[config.mk]
export PLATFORM = sky130hd
export DESIGN_NAME = wdog_regs_gen2
export DESIGN_NICKNAME = d
export VERILOG_FILES = /design/src/rtl/wdog_pkg.sv /design/src/rtl/wdog_prescaler.sv /design/src/rtl/wdog_regs_gen2.sv
export SDC_FILE = /design/constraint.sdc
export NUM_CORES = 1
export LEC_CHECK = 0
export ABC_AREA = 1
export CORE_MARGIN = 2
export CORE_UTILIZATION = 60
export DETAILED_ROUTE_END_ITERATION = 8
export PLACE_DENSITY = 0.84
export RECOVER_POWER = 100
export SLEW_MARGIN = 10
export SYNTH_ARGS = -nofsm -noshare
export SYNTH_HDL_FRONTEND = slang
export SYNTH_SLANG_ARGS = --single-unit
[constraint.sdc]
create_clock -name CLK -period 4 [get_ports CLK]
set_clock_uncertainty 0.05 [all_clocks]
set_input_delay 0.6 -clock CLK [delete_from_list [all_inputs] [get_ports CLK]]
set_output_delay 0.6 -clock CLK [all_outputs]
set_load 0.02 [all_outputs]
[src/rtl/wdog_pkg.sv]
// ============================================================================
//  Module      : wdog_pkg
//  Description : Shared constants and types for the wdog_regs_gen2 watchdog.
//  Revision    : 1.0 - initial release
// ============================================================================
`default_nettype none

package wdog_pkg;

    // Word addresses of the register map
    localparam logic [7:0] ADDR_CTRL     = 8'h0;
    localparam logic [7:0] ADDR_LOAD     = 8'h1;
    localparam logic [7:0] ADDR_VALUE    = 8'h2;
    localparam logic [7:0] ADDR_KEY      = 8'h3;
    localparam logic [7:0] ADDR_STATUS   = 8'h4;
    localparam logic [7:0] ADDR_PRESCALE = 8'h5;

    localparam logic [31:0] KEY_A    = 32'h0000_1ACC;
    localparam logic [31:0] KEY_B    = 32'h0000_E5A1;
    localparam logic [31:0] KEY_KICK = 32'h0000_AA55;

    typedef enum logic [1:0] {
        KS_IDLE  = 2'd0,
        KS_GOT_A = 2'd1,
        KS_GOT_B = 2'd2
    } key_state_e;

    localparam int CTRL_EN_BIT     = 0;
    localparam int CTRL_INTEN_BIT  = 1;
    localparam int STAT_TO1_BIT    = 0;
    localparam int STAT_RSTF_BIT   = 1;
    localparam int STAT_KEYERR_BIT = 2;
    localparam int STAT_STAGE_BIT  = 3;

endpackage

`default_nettype wire

[src/rtl/wdog_prescaler.sv]
// ============================================================================
//  Module      : wdog_prescaler
//  Description : Reloadable down-counter emitting one tick per (reload+1)
//                enabled cycles; held at the reload value while disabled.
//  Revision    : 1.0 - initial release
// ============================================================================
`default_nettype none

module wdog_prescaler #(
    parameter int PRE_W = 8
) (
    input  logic             CLK,
    input  logic             RESETn,
    input  logic             enable,
    input  logic [PRE_W-1:0] reload,
    output logic             tick
);

    logic [PRE_W-1:0] cnt_q;
    logic [PRE_W-1:0] cnt_d;

    assign tick = enable && (cnt_q == '0);

    // Tracking reload while disabled makes the count restart cleanly when EN rises
    always_comb begin
        cnt_d = reload;
        if (enable && (cnt_q != '0)) begin
            cnt_d = cnt_q - PRE_W'(1);
        end
    end

    always_ff @(posedge CLK or negedge RESETn) begin
        if (!RESETn) begin
            cnt_q <= '0;
        end else begin
            cnt_q <= cnt_d;
        end
    end

endmodule

`default_nettype wire

[src/rtl/wdog_regs_gen2.sv]
// ============================================================================
//  Module      : wdog_regs_gen2
//  Description : Two-stage watchdog with key-sequence unlock and register bus.
//                Optional macro WDOG_LOCK_EN freezes LOAD/PRESCALE/INTEN
//                while the watchdog is enabled.
//  Revision    : 1.0 - initial release
// ============================================================================
`default_nettype none

module wdog_regs_gen2
    import wdog_pkg::*;
#(
    parameter int CNT_W  = 32,
    parameter int PRE_W  = 8,
    parameter int ADDR_W = 4
) (
    input  logic              CLK,
    input  logic              RESETn,
    input  logic              WRITE,
    input  logic [ADDR_W-1:0] ADDR,
    input  logic [31:0]       WDATA,
    output logic [31:0]       RDATA,
    output logic              IRQ,
    output logic              WDOG_RST
);

    key_state_e       key_state_q, key_state_d;
    logic             en_q, en_d;
    logic             inten_q, inten_d;
    logic [CNT_W-1:0] load_q, load_d;
    logic [PRE_W-1:0] prescale_q, prescale_d;
    logic [CNT_W-1:0] count_q, count_d;
    logic             stage_q, stage_d;
    logic             to1_q, to1_d;
    logic             rstf_q, rstf_d;
    logic             keyerr_q, keyerr_d;
    logic [31:0]      rdata_q, rdata_d;
    logic             irq_q, irq_d;
    logic             wdog_rst_q, wdog_rst_d;

    logic wr_ctrl, wr_load, wr_key, wr_status, wr_prescale;
    logic tick, kick, en_seq, dis_seq, key_err, cfg_err, cfg_locked;
    logic exp_stage0, exp_stage1;
    logic [2:0] w1c;

    assign wr_ctrl     = WRITE && (ADDR == ADDR_W'(ADDR_CTRL));
    assign wr_load     = WRITE && (ADDR == ADDR_W'(ADDR_LOAD));
    assign wr_key      = WRITE && (ADDR == ADDR_W'(ADDR_KEY));
    assign wr_status   = WRITE && (ADDR == ADDR_W'(ADDR_STATUS));
    assign wr_prescale = WRITE && (ADDR == ADDR_W'(ADDR_PRESCALE));

`ifdef WDOG_LOCK_EN
    assign cfg_locked = en_q;
`else
    assign cfg_locked = 1'b0;
`endif

    wdog_prescaler #(.PRE_W(PRE_W)) u_prescaler (
        .CLK    (CLK),
        .RESETn (RESETn),
        .enable (en_q),
        .reload (prescale_q),
        .tick   (tick)
    );

    always_comb begin
        key_state_d = key_state_q;
        kick        = 1'b0;
        en_seq      = 1'b0;
        dis_seq     = 1'b0;
        key_err     = 1'b0;
        if (wr_key) begin
            key_state_d = KS_IDLE;
            case (key_state_q)
                KS_IDLE: begin
                    if (WDATA == KEY_A)         key_state_d = KS_GOT_A;
                    else if (WDATA == KEY_B)    key_state_d = KS_GOT_B;
                    else if (WDATA == KEY_KICK) kick        = en_q;
                    else                        key_err     = en_q;
                end
                KS_GOT_A: begin
                    if (WDATA == KEY_B) en_seq  = 1'b1;
                    else                key_err = 1'b1;
                end
                KS_GOT_B: begin
                    if (WDATA == KEY_A) dis_seq = 1'b1;
                    else                key_err = 1'b1;
                end
                default: key_state_d = KS_IDLE;
            endcase
        end
    end

    // Disable beats kick/enable, which in turn beat a same-cycle expiry
    always_comb begin
        en_d       = en_q;
        count_d    = count_q;
        stage_d    = stage_q;
        exp_stage0 = 1'b0;
        exp_stage1 = 1'b0;
        if (dis_seq) begin
            en_d = 1'b0;
        end else if (en_seq || kick) begin
            en_d    = 1'b1;
            count_d = load_q;
            stage_d = 1'b0;
        end else if (tick) begin
            if (count_q == '0) begin
                count_d    = load_q;
                stage_d    = ~stage_q;
                exp_stage0 = ~stage_q;
                exp_stage1 = stage_q;
            end else begin
                count_d = count_q - CNT_W'(1);
            end
        end
    end

    always_comb begin
        inten_d    = inten_q;
        load_d     = load_q;
        prescale_d = prescale_q;
        cfg_err    = 1'b0;
        w1c        = '0;
        if (wr_ctrl || wr_load || wr_prescale) begin
            if (cfg_locked) begin
                cfg_err = 1'b1;
            end else begin
                if (wr_ctrl)     inten_d    = WDATA[CTRL_INTEN_BIT];
                if (wr_load)     load_d     = WDATA[CNT_W-1:0];
                if (wr_prescale) prescale_d = WDATA[PRE_W-1:0];
            end
        end
        if (wr_status) begin
            w1c = WDATA[2:0];
        end
    end

    // Set has priority over a same-cycle write-one-to-clear
    assign to1_d      = (to1_q    & ~w1c[STAT_TO1_BIT])    | exp_stage0;
    assign rstf_d     = (rstf_q   & ~w1c[STAT_RSTF_BIT])   | exp_stage1;
    assign keyerr_d   = (keyerr_q & ~w1c[STAT_KEYERR_BIT]) | key_err | cfg_err;
    assign irq_d      = to1_d & inten_d;
    assign wdog_rst_d = exp_stage1;

    always_comb begin
        rdata_d = '0;
        case (ADDR)
            ADDR_W'(ADDR_CTRL): begin
                rdata_d[CTRL_EN_BIT]    = en_q;
                rdata_d[CTRL_INTEN_BIT] = inten_q;
            end
            ADDR_W'(ADDR_LOAD):     rdata_d = 32'(load_q);
            ADDR_W'(ADDR_VALUE):    rdata_d = 32'(count_q);
            ADDR_W'(ADDR_STATUS): begin
                rdata_d[STAT_TO1_BIT]    = to1_q;
                rdata_d[STAT_RSTF_BIT]   = rstf_q;
                rdata_d[STAT_KEYERR_BIT] = keyerr_q;
                rdata_d[STAT_STAGE_BIT]  = stage_q;
            end
            ADDR_W'(ADDR_PRESCALE): rdata_d = 32'(prescale_q);
            default:                rdata_d = '0;
        endcase
    end

    always_ff @(posedge CLK or negedge RESETn) begin
        if (!RESETn) begin
            key_state_q <= KS_IDLE;
            en_q        <= 1'b0;
            inten_q     <= 1'b0;
            load_q      <= '1;
            prescale_q  <= '0;
            count_q     <= '1;
            stage_q     <= 1'b0;
            to1_q       <= 1'b0;
            rstf_q      <= 1'b0;
            keyerr_q    <= 1'b0;
            rdata_q     <= '0;
            irq_q       <= 1'b0;
            wdog_rst_q  <= 1'b0;
        end else begin
            key_state_q <= key_state_d;
            en_q        <= en_d;
            inten_q     <= inten_d;
            load_q      <= load_d;
            prescale_q  <= prescale_d;
            count_q     <= count_d;
            stage_q     <= stage_d;
            to1_q       <= to1_d;
            rstf_q      <= rstf_d;
            keyerr_q    <= keyerr_d;
            rdata_q     <= rdata_d;
            irq_q       <= irq_d;
            wdog_rst_q  <= wdog_rst_d;
        end
    end

    assign RDATA    = rdata_q;
    assign IRQ      = irq_q;
    assign WDOG_RST = wdog_rst_q;

endmodule

`default_nettype wire

# Word-level counts from Yosys, hierarchy flattened

Cells that the tools add are included.

Bits in registers: 122
Logic and storage cells: 104

$add $sub $neg: 2
Eq/ne operators: 10
Mux-type cells: 44
Bitwise gates (word level): 12
Reductions and logical operators: 22

Operators with widths:

| operator                                                                 | count |
|---|---|
| 32-bit two-way mux                                                       | 3 |
| 28-bit case mux with 3 select lines                                      | 1 |
| 32-bit by 16-bit equality test with 1-bit output (second input constant) | 2 |
| 32-bit by 13-bit equality test with 1-bit output (second input constant) | 1 |
| 32-bit logical NOT                                                       | 1 |
| 1-bit two-way mux                                                        | 32 |
| 32-bit by 1-bit subtractor with 32-bit output (second input constant)    | 1 |
| 2-bit case mux with 5 select lines                                       | 1 |
| 4-bit by 2-bit equality test with 1-bit output (second input constant)   | 2 |
| 4-bit by 3-bit equality test with 1-bit output (second input constant)   | 2 |
| 8-bit logical NOT                                                        | 1 |
| 8-bit two-way mux                                                        | 1 |
| 2-bit case mux with 4 select lines                                       | 1 |
| 8-bit nonzero test                                                       | 1 |
| 8-bit by 1-bit subtractor with 8-bit output (second input constant)      | 1 |
| 1-bit logical AND                                                        | 7 |
| 2-bit two-way mux                                                        | 3 |
| 2-bit AND reduction                                                      | 3 |
| 2-bit nonzero test                                                       | 3 |
| 1-bit inverter                                                           | 5 |
| 1-bit bitwise AND                                                        | 4 |
| 4-bit by 1-bit equality test with 1-bit output (second input constant)   | 1 |
| 4-bit logical NOT                                                        | 1 |
| 1-bit logical OR                                                         | 3 |
| other kinds (7)                                                          | 9 |

# Logic depth before layout (Yosys ltp)

Gate-level depths: netlist of the first run.

Depth after elaboration: 11
Depth in mapped cells: 14
Depth with buffers taken out: 13

# Modules after synthesis

From an unflattened synthesis of the first run, not the netlist that was laid out.

Cell total of the unflattened synthesis: 1,012
Area total of the unflattened synthesis: 7,254.5 sq um

By module, submodules not included:

| module         | times used | cells an instance | area each (sq um) | seq. area each (sq um) |
|---|---|---|---|---|
| wdog_regs_gen2 | 1          | 943               | 6,696.4           | 2,932.8 |
| wdog_prescaler | 1          | 69                | 558.0             | 200.2 |

# Worst setup path after synthesis of the first run

No wires, ideal clock.

Path kind: input to register
Start: input WDATA[27]
End: register stage_q
Library setup time: 0.117 ns
Data arrival time: 1.661 ns
Path slack: 2.172 ns
Stages: 11
Path buffers: 1
Path through: nor2_1 nand2_1 nor2_1 nand2_2 nor2_2 nand4_4 buf_6 nand3_1 nand3_1 nand2_1 nand2_1

Cells in the longest elaborated chain, start to end: 9
Elaborated cells on any way between the ends: 20
Those cells by class: eq/ne: 3; mux: 12; bitwise: 1; reduce/logical: 4

RTL lines:

| element                                          | line                  | text |
|---|---|---|
| from (decl)                                      | wdog_regs_gen2.sv:21  | `input logic [31:0] WDATA,` |
| 32-bit by 16-bit equality test with 1-bit output | wdog_regs_gen2.sv:78  | `else if (WDATA == KEY_KICK) kick = en_q;` |
| 1-bit two-way mux                                | wdog_regs_gen2.sv:78  |  |
| 1-bit two-way mux                                | wdog_regs_gen2.sv:77  | `else if (WDATA == KEY_B) key_state_d = KS_GOT_B;` |
| 1-bit two-way mux                                | wdog_regs_gen2.sv:76  | `if (WDATA == KEY_A) key_state_d = KS_GOT_A;` |
| 1-bit two-way mux                                | wdog_regs_gen2.sv:74  | `case (key_state_q)` |
| 1-bit two-way mux                                | wdog_regs_gen2.sv:72  | `if (wr_key) begin` |
| 1-bit logical OR                                 | wdog_regs_gen2.sv:103 | `end else if (en_seq \|\| kick) begin` |
| 2-bit nonzero test (no source line)              | -                     |  |
| 3-bit AND reduction (no source line)             | -                     |  |
| to (signal assigned)                             | wdog_regs_gen2.sv:188 | `stage_q <= stage_d;` |
| to (decl)                                        | wdog_regs_gen2.sv:33  | `logic stage_q, stage_d;` |

Parallel ways exist; a longest one is shown, timed or not.
A chain may end at the register's enable or synchronous reset.

# Final worst setup path of the first run

Start: input WDATA[27]
End: register count_q[10]

Cells in the longest elaborated chain, start to end: 9
Elaborated cells on any way between the ends: 19
Those cells by class: eq/ne: 3; mux: 12; bitwise: 1; reduce/logical: 3

RTL lines:

| element                                          | line                  | text |
|---|---|---|
| 32-bit by 16-bit equality test with 1-bit output | wdog_regs_gen2.sv:78  |  |
| 1-bit two-way mux                                | wdog_regs_gen2.sv:78  |  |
| 1-bit two-way mux                                | wdog_regs_gen2.sv:77  |  |
| 1-bit two-way mux                                | wdog_regs_gen2.sv:76  |  |
| 1-bit two-way mux                                | wdog_regs_gen2.sv:74  |  |
| 1-bit two-way mux                                | wdog_regs_gen2.sv:72  |  |
| 1-bit logical OR                                 | wdog_regs_gen2.sv:103 |  |
| 2-bit nonzero test (no source line)              | -                     |  |
| 2-bit AND reduction (no source line)             | -                     |  |
| to (signal assigned)                             | wdog_regs_gen2.sv:187 | `count_q <= count_d;` |
| to (decl)                                        | wdog_regs_gen2.sv:32  | `logic [CNT_W-1:0] count_q, count_d;` |

Parallel ways exist; a longest one is shown, timed or not.

==> qor.yml, run 1 <==
grt_max_degree: 76
cts_sinks: 122
via_count: 6824
drtIter0Drc: 829
final_antenna_net_count: 0
cts_buffers: 17
fmax_mhz: 310.5
setup_slack_ns: 0.7791
cts_root_buffer: "clkbuf_16"
hold_viol: 0
hold_end: "u_prescaler.cnt_q[0]"
design_area_um2: 8417
cts_post_setup_buffers_inserted: 0
violations: "DRC, capacitance limit, slew limit"
die_area_um2: 12820
layout-drive-gt1-share: 0.1261
dp_slack_ns: 0.9417
htree_levels: 4
setup_viol: 0
cts_tree: "built"
maxCapViolations: 1
port_buffers: 72
fp.coreArea_um2: 11520
tightestPinTransition_ns: 1.849
synth_cell_types: 41
placementRows: 39
hp-class: "register to register"
r2r_setup_slack_ns: 1.48
setup-tns-final_ns: 0
rr_worst_depth: 10
wl_met2_um: 9136
min_from: "u_prescaler.cnt_q[0]"
fp.dieH_um: 113.2
slew_headroom: -0.2326
dp_hpwl_um: 13690
synth_cells: 981
gp_congestion: 0.9787
period_share: 0.8052
ctsResizeCount: 0
dr.pass1.iters: 9
rr_startpoint: "u_prescaler.cnt_q[0]"
end_kind: "register"
rsz0062_at_grt: "false"
drc: 3
syn_area_um2: 7161
vdd_ir_drop_max_mv: 0.3650
period_minus_slack_ns: 3.221
final_cells: 1198
routedLengthMet1_um: 8547
dieWidth_um: 113.2
synth_area_per_cell_um2: 7.299
hold_depth: 1
p_per_area_nw_per_um2: 404.9
antenna_found_initial: 0
boundaryPins: 73
clk_pin_slew_ns: 0.06
drv_slew: 76
crit_fanout: 15
worstSetupStartpointType: "primary input"
cts_buffer_depth: 2
wl_met3_um: 1788
routed_wl_um: 19880
critPathKind: "primary input to register"
avgRoutedWirePerCell_um: 16.59
grt_overflow: 0
yosysWarnings: 0
grt_first_pass_wirelength_um: 32780
worstPathRequired_ns: 4.33
start_util: 0.6218
synth_seq_cells: 122
whs_ns: 0.4244
area_growth_pct: 17.54
dp_cells: 1166
antenna_cells: 0
clk_latency_ns: 0.43
synth_nets: 1023
final_util: 0.7309
nets: 1084
p_leak_nw: 4.367
gr-usage-all-layers: 0.3250
vias_per_cell: 5.696
yosysSeqAreaShare: 0.4375
cp.arrival_ns: 3.55
reg2reg_to: "count_q[20]"
status: "finished with violations"
maxUsedRoutingLayer: "met4"
grt_pass1_vias: 6640
fin_total_pwr_mw: 3.408
hold_buffers: 0
dpl_cell_area_um2: 7881
-- worst max path at each step --
stage / start / to / cells after the start
after global placement: ADDR[3] / RDATA[1] / 8
after global routing: WDATA[27] / count_q[14] / 12
after CTS: WDATA[27] / count_q[20] / 13
after detailed placement: ADDR[3] / RDATA[1] / 8
final: WDATA[27] / count_q[10] / 12
after floorplan: WDATA[27] / stage_q / 11
-- worst max-delay path, stage by stage --
cell,delay [ns]
clkdlybuf4s50_1,0.43
nor2_1,0.13
nand2_1,0.08
nor2_1,0.23
nand2_1,0.24
nor2_1,0.31
nand3_1,0.55
nand2_1,0.59
nand2_1,0.13
nand2_1,0.10
nand2_1,0.06
nand2_1,0.07
-- sequential cells by signal, indices dropped and copies added, names as in the netlist --
name               flops
keyerr_q               1
to1_q                  1
rstf_q                 1
en_q                   1
key_state_q            2
count_q               32
RDATA                 32
WDOG_RST               1
IRQ                    1
inten_q                1
stage_q                1
load_q                32
u_prescaler.cnt_q      8
prescale_q             8
-- area by class of cell --
cell class              instances  area [µm²]
flip-flops and latches        122        3133
repair buffers                 77       743.2
well taps                     143       178.9
fillers                       929        3099
inverters                     111       416.7
clock inverters                14       148.9
clock buffers                  18       439.2
multi-input cells             713        3357
-- synth_stat cells, drive strengths merged --
master | number | area [µm²]
nand4 | 15 | 123.9
nand3 | 118 | 620.6
mux2 | 1 | 11.26
o21a | 1 | 7.510
ha | 3 | 37.54
nand2 | 306 | 1194
xnor2 | 2 | 17.52
xor2 | 19 | 166.4
buf | 21 | 163.9
a221oi | 3 | 26.28
dfrtp | 58 | 1451
dfstp | 64 | 1682
nor4 | 2 | 12.51
inv | 110 | 412.9
o21ai | 50 | 250.2
o22ai | 16 | 100.1
o211ai | 3 | 27.52
a21oi | 18 | 90.09
nor3 | 6 | 40.04
clkinv | 1 | 3.750
clkbuf | 14 | 52.55
a31oi | 1 | 6.260
a22oi | 1 | 7.510
o221ai | 2 | 17.52
nand3b | 6 | 45.04
a21boi | 1 | 7.510
nor2 | 139 | 585.6
-- placed cells by master (no fill, tap or decap), types with 13 or more instances in the layout --
| cell type | netlist | routed |
|---|---|---|
| inv_1 | 102 | 103 |
| clkdlybuf4s50_1 | 0 | 35 |
| a21oi_1 | 18 | 18 |
| nand3_1 | 115 | 116 |
| o22ai_1 | 16 | 16 |
| dfstp_2 | 64 | 64 |
| nor2_1 | 123 | 126 |
| dfrtp_1 | 58 | 58 |
| xor2_1 | 19 | 19 |
| clkbuf_16 | 0 | 17 |
| dlygate4sd3_1 | 0 | 36 |
| nand2_1 | 298 | 301 |
| nand4_1 | 13 | 13 |
| o21ai_0 | 49 | 49 |
-- metal layers --
| layer | vias up | track usage |
|---|---|---|
| li1 | 3260 | - |
| met1 | 3181 | 0.4490 |
| met2 | 343 | 0.5034 |
| met3 | 40 | 0.07445 |
| met4 | 0 | 0.1220 |
| met5 | - | 0 |
-- report_power, final --
group	internal (mW)	switching [mW]	total [mW]
sequential	1.40	0.0755	1.48
combinational	0.159	0.254	0.413
clock	0.932	0.586	1.52
total	2.49	0.916	3.41
-- cell families after synthesis --
group,synth area share
AND/OR/NAND/NOR,0.3661
AO/OA/AOI/OAI,0.07549
multiplexers,0.001572
buffers and inverters,0.08842
flip-flops,0.4375
XOR/XNOR,0.02569
adder cells (fa/ha/maj),0.005243
No activity file was read; power rests on OpenSTA's default activity.
==> inputs of run 2 (changes only) <==
CORE_UTILIZATION = 58   (was 60)
PLACE_DENSITY = 0.81   (was 0.84)
clock period = 3.13 ns   (was 4 ns; I/O delays follow)
==> run 2 against run 1 <==
  * The flow now finishes without violations
  * Utilization is 1.8 points lower
  * Power grew 37%
  * Worst setup slack worse by 0.32 ns
  * Count of clock-buffer cells in the layout unchanged
  * Routed wire length decreased by 1.0%
  * Highest routed layer unchanged
==> qor.yml, run 2 (synthesis results as in run 1) <==
maxUsedRoutingLayer: "met4"
tightestPinTransition_ns: 1.297  # -0.5522 ns
boundaryPins: 73  # unchanged
placementRows: 40  # +2.6%
maxCapViolations: 0  # -1
grt_overflow: 0  # unchanged
nets: 1090  # +0.55%
port_buffers: 72  # unchanged
dp_slack_ns: 0.4157  # -0.5260 ns
period_minus_slack_ns: 2.671
hp-class: "primary input to async pin"
cts_post_setup_buffers_inserted: 0  # unchanged
final_common_cell: "nand2_1"
vdd_ir_drop_max_mv: 0.4546  # +25%
dp_cells: 1176  # +0.86%
setup-tns-final_ns: 0  # unchanged
grt_max_degree: 53  # -30%
routed_wl_um: 19680  # -1.0%
clk_latency_ns: 0.43  # about the same
fp.dieH_um: 115.1  # +1.6%
area_growth_pct: 19.55
ctsResizeCount: 0  # unchanged
dp_hpwl_um: 14050  # +2.7%
vias_per_cell: 5.639  # -1.0%
p_per_area_nw_per_um2: 544.4  # +34%
cp_slowest_cell: "dlygate4sd3_1"
crit_chain: "dlygate4sd3_1 > nor2_1 > nand2_1 > nor2_1 > nand2_1 > nor2_1 > nand3_1 > nand3_4 > nand2_4 > nand3_1 > nand2_1"
period_share: 0.8533
hold_buffers: 0  # unchanged
dieWidth_um: 115.1  # +1.6%
avgRoutedWirePerCell_um: 16.29  # -1.8%
antenna_found_initial: 0  # unchanged
clk_pin_slew_ns: 0.06  # about the same
start_util: 0.5961  # -0.02565
cts_sinks: 122  # unchanged
worstSetupStartpointType: "primary input"
fmax_mhz: 374.4
via_count: 6812  # -0.18%
wl_met2_um: 9149  # +0.14%
antenna_cells: 0  # unchanged
worstPathRequired_ns: 3.43  # -0.90 ns
p_leak_nw: 4.431  # +1.5%
design_area_um2: 8561  # +1.7%
grt_pass1_vias: 6432  # -3.1%
setup_viol: 0  # unchanged
critPathKind: "primary input to register"
hold_viol: 0  # unchanged
cts_buffer_depth: 2  # unchanged
die_area_um2: 13250  # +3.3%
fp.coreArea_um2: 12010  # +4.3%
cts_buffers: 17  # unchanged
cp.arrival_ns: 2.97  # -0.58 ns
dr.pass1.iters: 6  # -3
rsz0062_at_grt: "false"
crit_fanout: 32  # +17
end_kind: "register"
grt_first_pass_wirelength_um: 32330  # -1.4%
final_antenna_net_count: 0  # unchanged
layout-drive-gt1-share: 0.1310  # +0.004942
cts_tree: "built"
routedLengthMet1_um: 8794  # +2.9%
final_cells: 1208  # +0.83%
setup_slack_ns: 0.4591  # -0.3200 ns
drtIter0Drc: 758  # -8.6%
fin_total_pwr_mw: 4.660  # +37%
layout_common_cells: "nand2_1 (300), nor2_1 (126), nand3_1 (116)"
htree_levels: 4  # unchanged
dpl_cell_area_um2: 7944  # +0.79%
gp_congestion: 0.9912  # +1.3%
cts_root_buffer: "clkbuf_16"
cpPeakStageDelay_ns: 0.55  # -0.04 ns
wl_met3_um: 1450  # -19%
drc: 0  # -3
drv_slew: 0  # -100%
status: "completed"
slew_headroom: 0.1356  # +0.3682
gr-usage-all-layers: 0.3161  # -0.008914
run 2: critical path, delay by kind of cell:
kind          cells  cell delay, ns
simple gates     10            1.94
buf+inv           1            0.55
run 2: per-layer routing:
| layer | vias to the layer above | global-route usage |
|---|---|---|
| met5 | - | 0 |
| met4 | 0 | 0.1060 |
| met3 | 27 | 0.06115 |
| met2 | 295 | 0.4898 |
| met1 | 3220 | 0.4495 |
| li1 | 3270 | - |
run 2: final timing paths:
path,cells after the start,endpoint,start,slack [ns]
max,11,count_q[0],WDATA[29],0.46
min,1,rstf_q,RESETn,0.005
max reg2reg,10,count_q[0],u_prescaler.cnt_q[0],0.84
min reg2reg,1,u_prescaler.cnt_q[0],u_prescaler.cnt_q[0],0.42
max in group asynchronous,2,RDATA[24],RESETn,1.40
min in group CLK,1,u_prescaler.cnt_q[0],u_prescaler.cnt_q[0],0.42
run 2: metrics by stage:
step                hold WS, ns  utilization
finish                 0.005412       0.7127
global route            0.05931       0.7127
CTS                     0.02662       0.7174
detailed placement       0.4121       0.6614
global placement         0.4117       0.6614
floorplan                0.1239            -
run 2: final cells by class:
class / count / area (µm²)
inverter: 111 / 416.7
clock inverter: 14 / 244.0
tap: 147 / 183.9
fill: 981 / 3451
sequential: 122 / 3133
clock buffer: 18 / 429.2
multi-input combinational: 713 / 3372
timing repair buffer: 83 / 782.0
run 2: power by group:
part           internal [mW]  leakage, nW  total [mW]  switching (mW)
sequential              1.79         1.44        1.89          0.0981
clock                   1.50        0.321        2.24           0.747
combinational          0.204         2.67       0.528           0.325
==> inputs of run 3 (changes only) <==
CORE_UTILIZATION = 60   (was 58)
CTS_BUF_LIST = sky130_fd_sc_hd__clkbuf_4 sky130_fd_sc_hd__clkbuf_8   (was unset)
DONT_BUFFER_PORTS = 1   (was unset)
PLACE_DENSITY = 0.76   (was 0.81)
==> run 3 against run 2 <==
  * Hold slack got worse by 0.34 ns
  * Register-to-register slack got worse by 0.28 ns
  * Worst setup slack improved by 0.019 ns
  * The flow now finishes with violations (DRC, hold timing)
  * Power fell by 17%
  * Sequential power barely moved
  * Routed wire length fell by 7.2%
  * Largest cell class unchanged
==> qor.yml, run 3 (synthesis results as in run 1) <==
gp_congestion: 1.015  # +2.4%
final_cells: 1124  # -7.0%
layout-drive-gt1-share: 0.1376  # +0.006606
layout_common_cells: "nand2_1 (299), nor2_1 (125), nand3_1 (115)"
swShare: 0.2489  # -0.002144
cts_post_setup_buffers_inserted: 0  # unchanged
nets: 1012  # -7.2%
startpoint: "ADDR[3]"
internal-power_mw: 2.908  # -17%
status: "finished with violations"
dieWidth_um: 113.2  # -1.6%
antenna_cells: 0  # unchanged
worstPathRequired_ns: 3.47  # +0.04 ns
p_leak_nw: 3.917  # -12%
port_buffers: 0  # -100%
crit_fanout: 15  # -53%
grt_overflow: 0  # unchanged
critPathKind: "primary input to register"
seqPwrFrac: 0.491  # +0.086
gr-usage-all-layers: 0.2971  # -0.01901
drv_slew: 0  # unchanged
final_common_cell: "nand2_1"
ctsResizeCount: 0  # unchanged
cp.arrival_ns: 2.99  # +0.02 ns
grt_first_pass_wirelength_um: 29900  # -7.5%
end_kind: "register"
clkPwrFrac: 0.407  # -0.074
cts_buffer_depth: 2  # unchanged
setup-tns-final_ns: 0  # unchanged
whs_ns: -0.3304  # -0.3358 ns
routed_wl_um: 18260  # -7.2%
clk_latency_ns: 0.45  # +0.02 ns
violations: "DRC, hold timing"
worstSetupStartpointType: "primary input"
fp.coreArea_um2: 11520  # -4.1%
final_antenna_net_count: 0  # unchanged
switching_power_mw: 0.9635  # -18%
vias_per_cell: 5.690  # +0.91%
via_count: 6396  # -6.1%
clk_pin_slew_ns: 0.07  # about the same
dp_cells: 1094  # -7.0%
antenna_found_initial: 0  # unchanged
cts_tree: "built"
slew_headroom: 0.2140  # +0.07844
period_share: 0.8472  # -0.006147
cts_sinks: 122  # unchanged
start_util: 0.6218  # +0.02565
drtIter0Drc: 561  # -26%
fp.dieH_um: 113.2  # -1.6%
boundaryPins: 73  # unchanged
dp_hpwl_um: 13010  # -7.4%
p_per_area_nw_per_um2: 511.1  # -6.1%
maxCapViolations: 0  # unchanged
period_minus_slack_ns: 2.652  # -0.01924 ns
dr.pass1.iters: 7  # +1
hold_viol: 122  # +122
hp-class: "primary input to async pin"
combinationalPowerShare: 0.102  # -0.011
placementRows: 39  # -2.5%
setup_viol: 0  # unchanged
grt_max_degree: 123  # +130%
fin_total_pwr_mw: 3.871  # -17%
rr_startpoint: "u_prescaler.cnt_q[0]"
drc: 4  # +4
avgRoutedWirePerCell_um: 16.25  # -0.28%
grt_pass1_vias: 5936  # -7.7%
vdd_ir_drop_max_mv: 0.3194  # -30%
rsz0062_at_grt: "false"
tightestPinTransition_ns: 1.175  # -0.1220 ns
cts_buffers: 17  # unchanged
htree_levels: 4  # unchanged
area_growth_pct: 5.784
fmax_mhz: 377.1  # +0.73%
die_area_um2: 12820  # -3.2%
cts_root_buffer: "clkbuf_8"
[run 3: changes by cell type in the layout (fill, tap and decap cells not counted), sizes merged, moves of 2 or more]
cell | previous run | this run
clkdlybuf4s50 | 34 | 0
clkinv | 6 | 3
buf | 6 | 3
bufinv | 6 | 4
dlygate4sd3 | 37 | 0
[run 3: worst paths after layout]
check | endpoint | slack, ns | cells after the start
max | count_q[16] | 0.48 | 9
min | RDATA[14] | -0.33 | 0
max reg2reg | count_q[25] | 0.56 | 10
min reg2reg | u_prescaler.cnt_q[0] | 0.44 | 1
max in group asynchronous | load_q[18] | 3.06 | 0
min in group CLK | load_q[15] | 0.10 | 2
[run 3: metal layers]
| metal | track usage | vias up | wire [µm] |
|---|---|---|---|
| met1 | 0.4546 | 2993 | 8591 |
| met3 | 0.05410 | 30 | 1485 |
| met2 | 0.4212 | 267 | 7820 |
| met4 | 0.1089 | 0 | 365 |
| li1 | - | 3106 | - |
| met5 | 0 | - | 0 |
[run 3: stage by stage]
step,util,setup WS (ns),instance area (µm²)
after floorplan,-,1.360,7161
after global placement,0.6220,0.6827,7163
after detailed placement,0.6220,0.6524,7163
after CTS,0.6609,0.6091,7611
after global routing,0.6578,0.2504,7575
final,0.6578,0.4783,7575
[run 3: layout make-up]
cell class	count	area, µm²
Fill cell	1066	3941
Clock buffer	23	310.3
Sequential cell	122	3133
Tap cell	143	178.9
Clock inverter	7	137.6
Timing Repair Buffer	5	30.03
Multi-Input combinational cell	713	3368
Inverter	111	416.7
[run 3: critical path: stages]
cell     delay (ns)
nor2_1         0.28
nand2_2        0.11
nor2_1         0.90
nand4_4        0.42
nand2_1        0.50
nand2_1        0.10
nand2_1        0.09
nand2_1        0.05
nand2_1        0.07
[run 3: power groups by stage]
stage	clock network, mW	registers (mW)	logic [mW]
finish	1.57	1.90	0.396
global route	1.66	1.91	0.462
CTS	1.59	1.90	0.395
detailed placement	0	1.92	0.391
global placement	0	1.92	0.380
floorplan	0	1.89	0.317
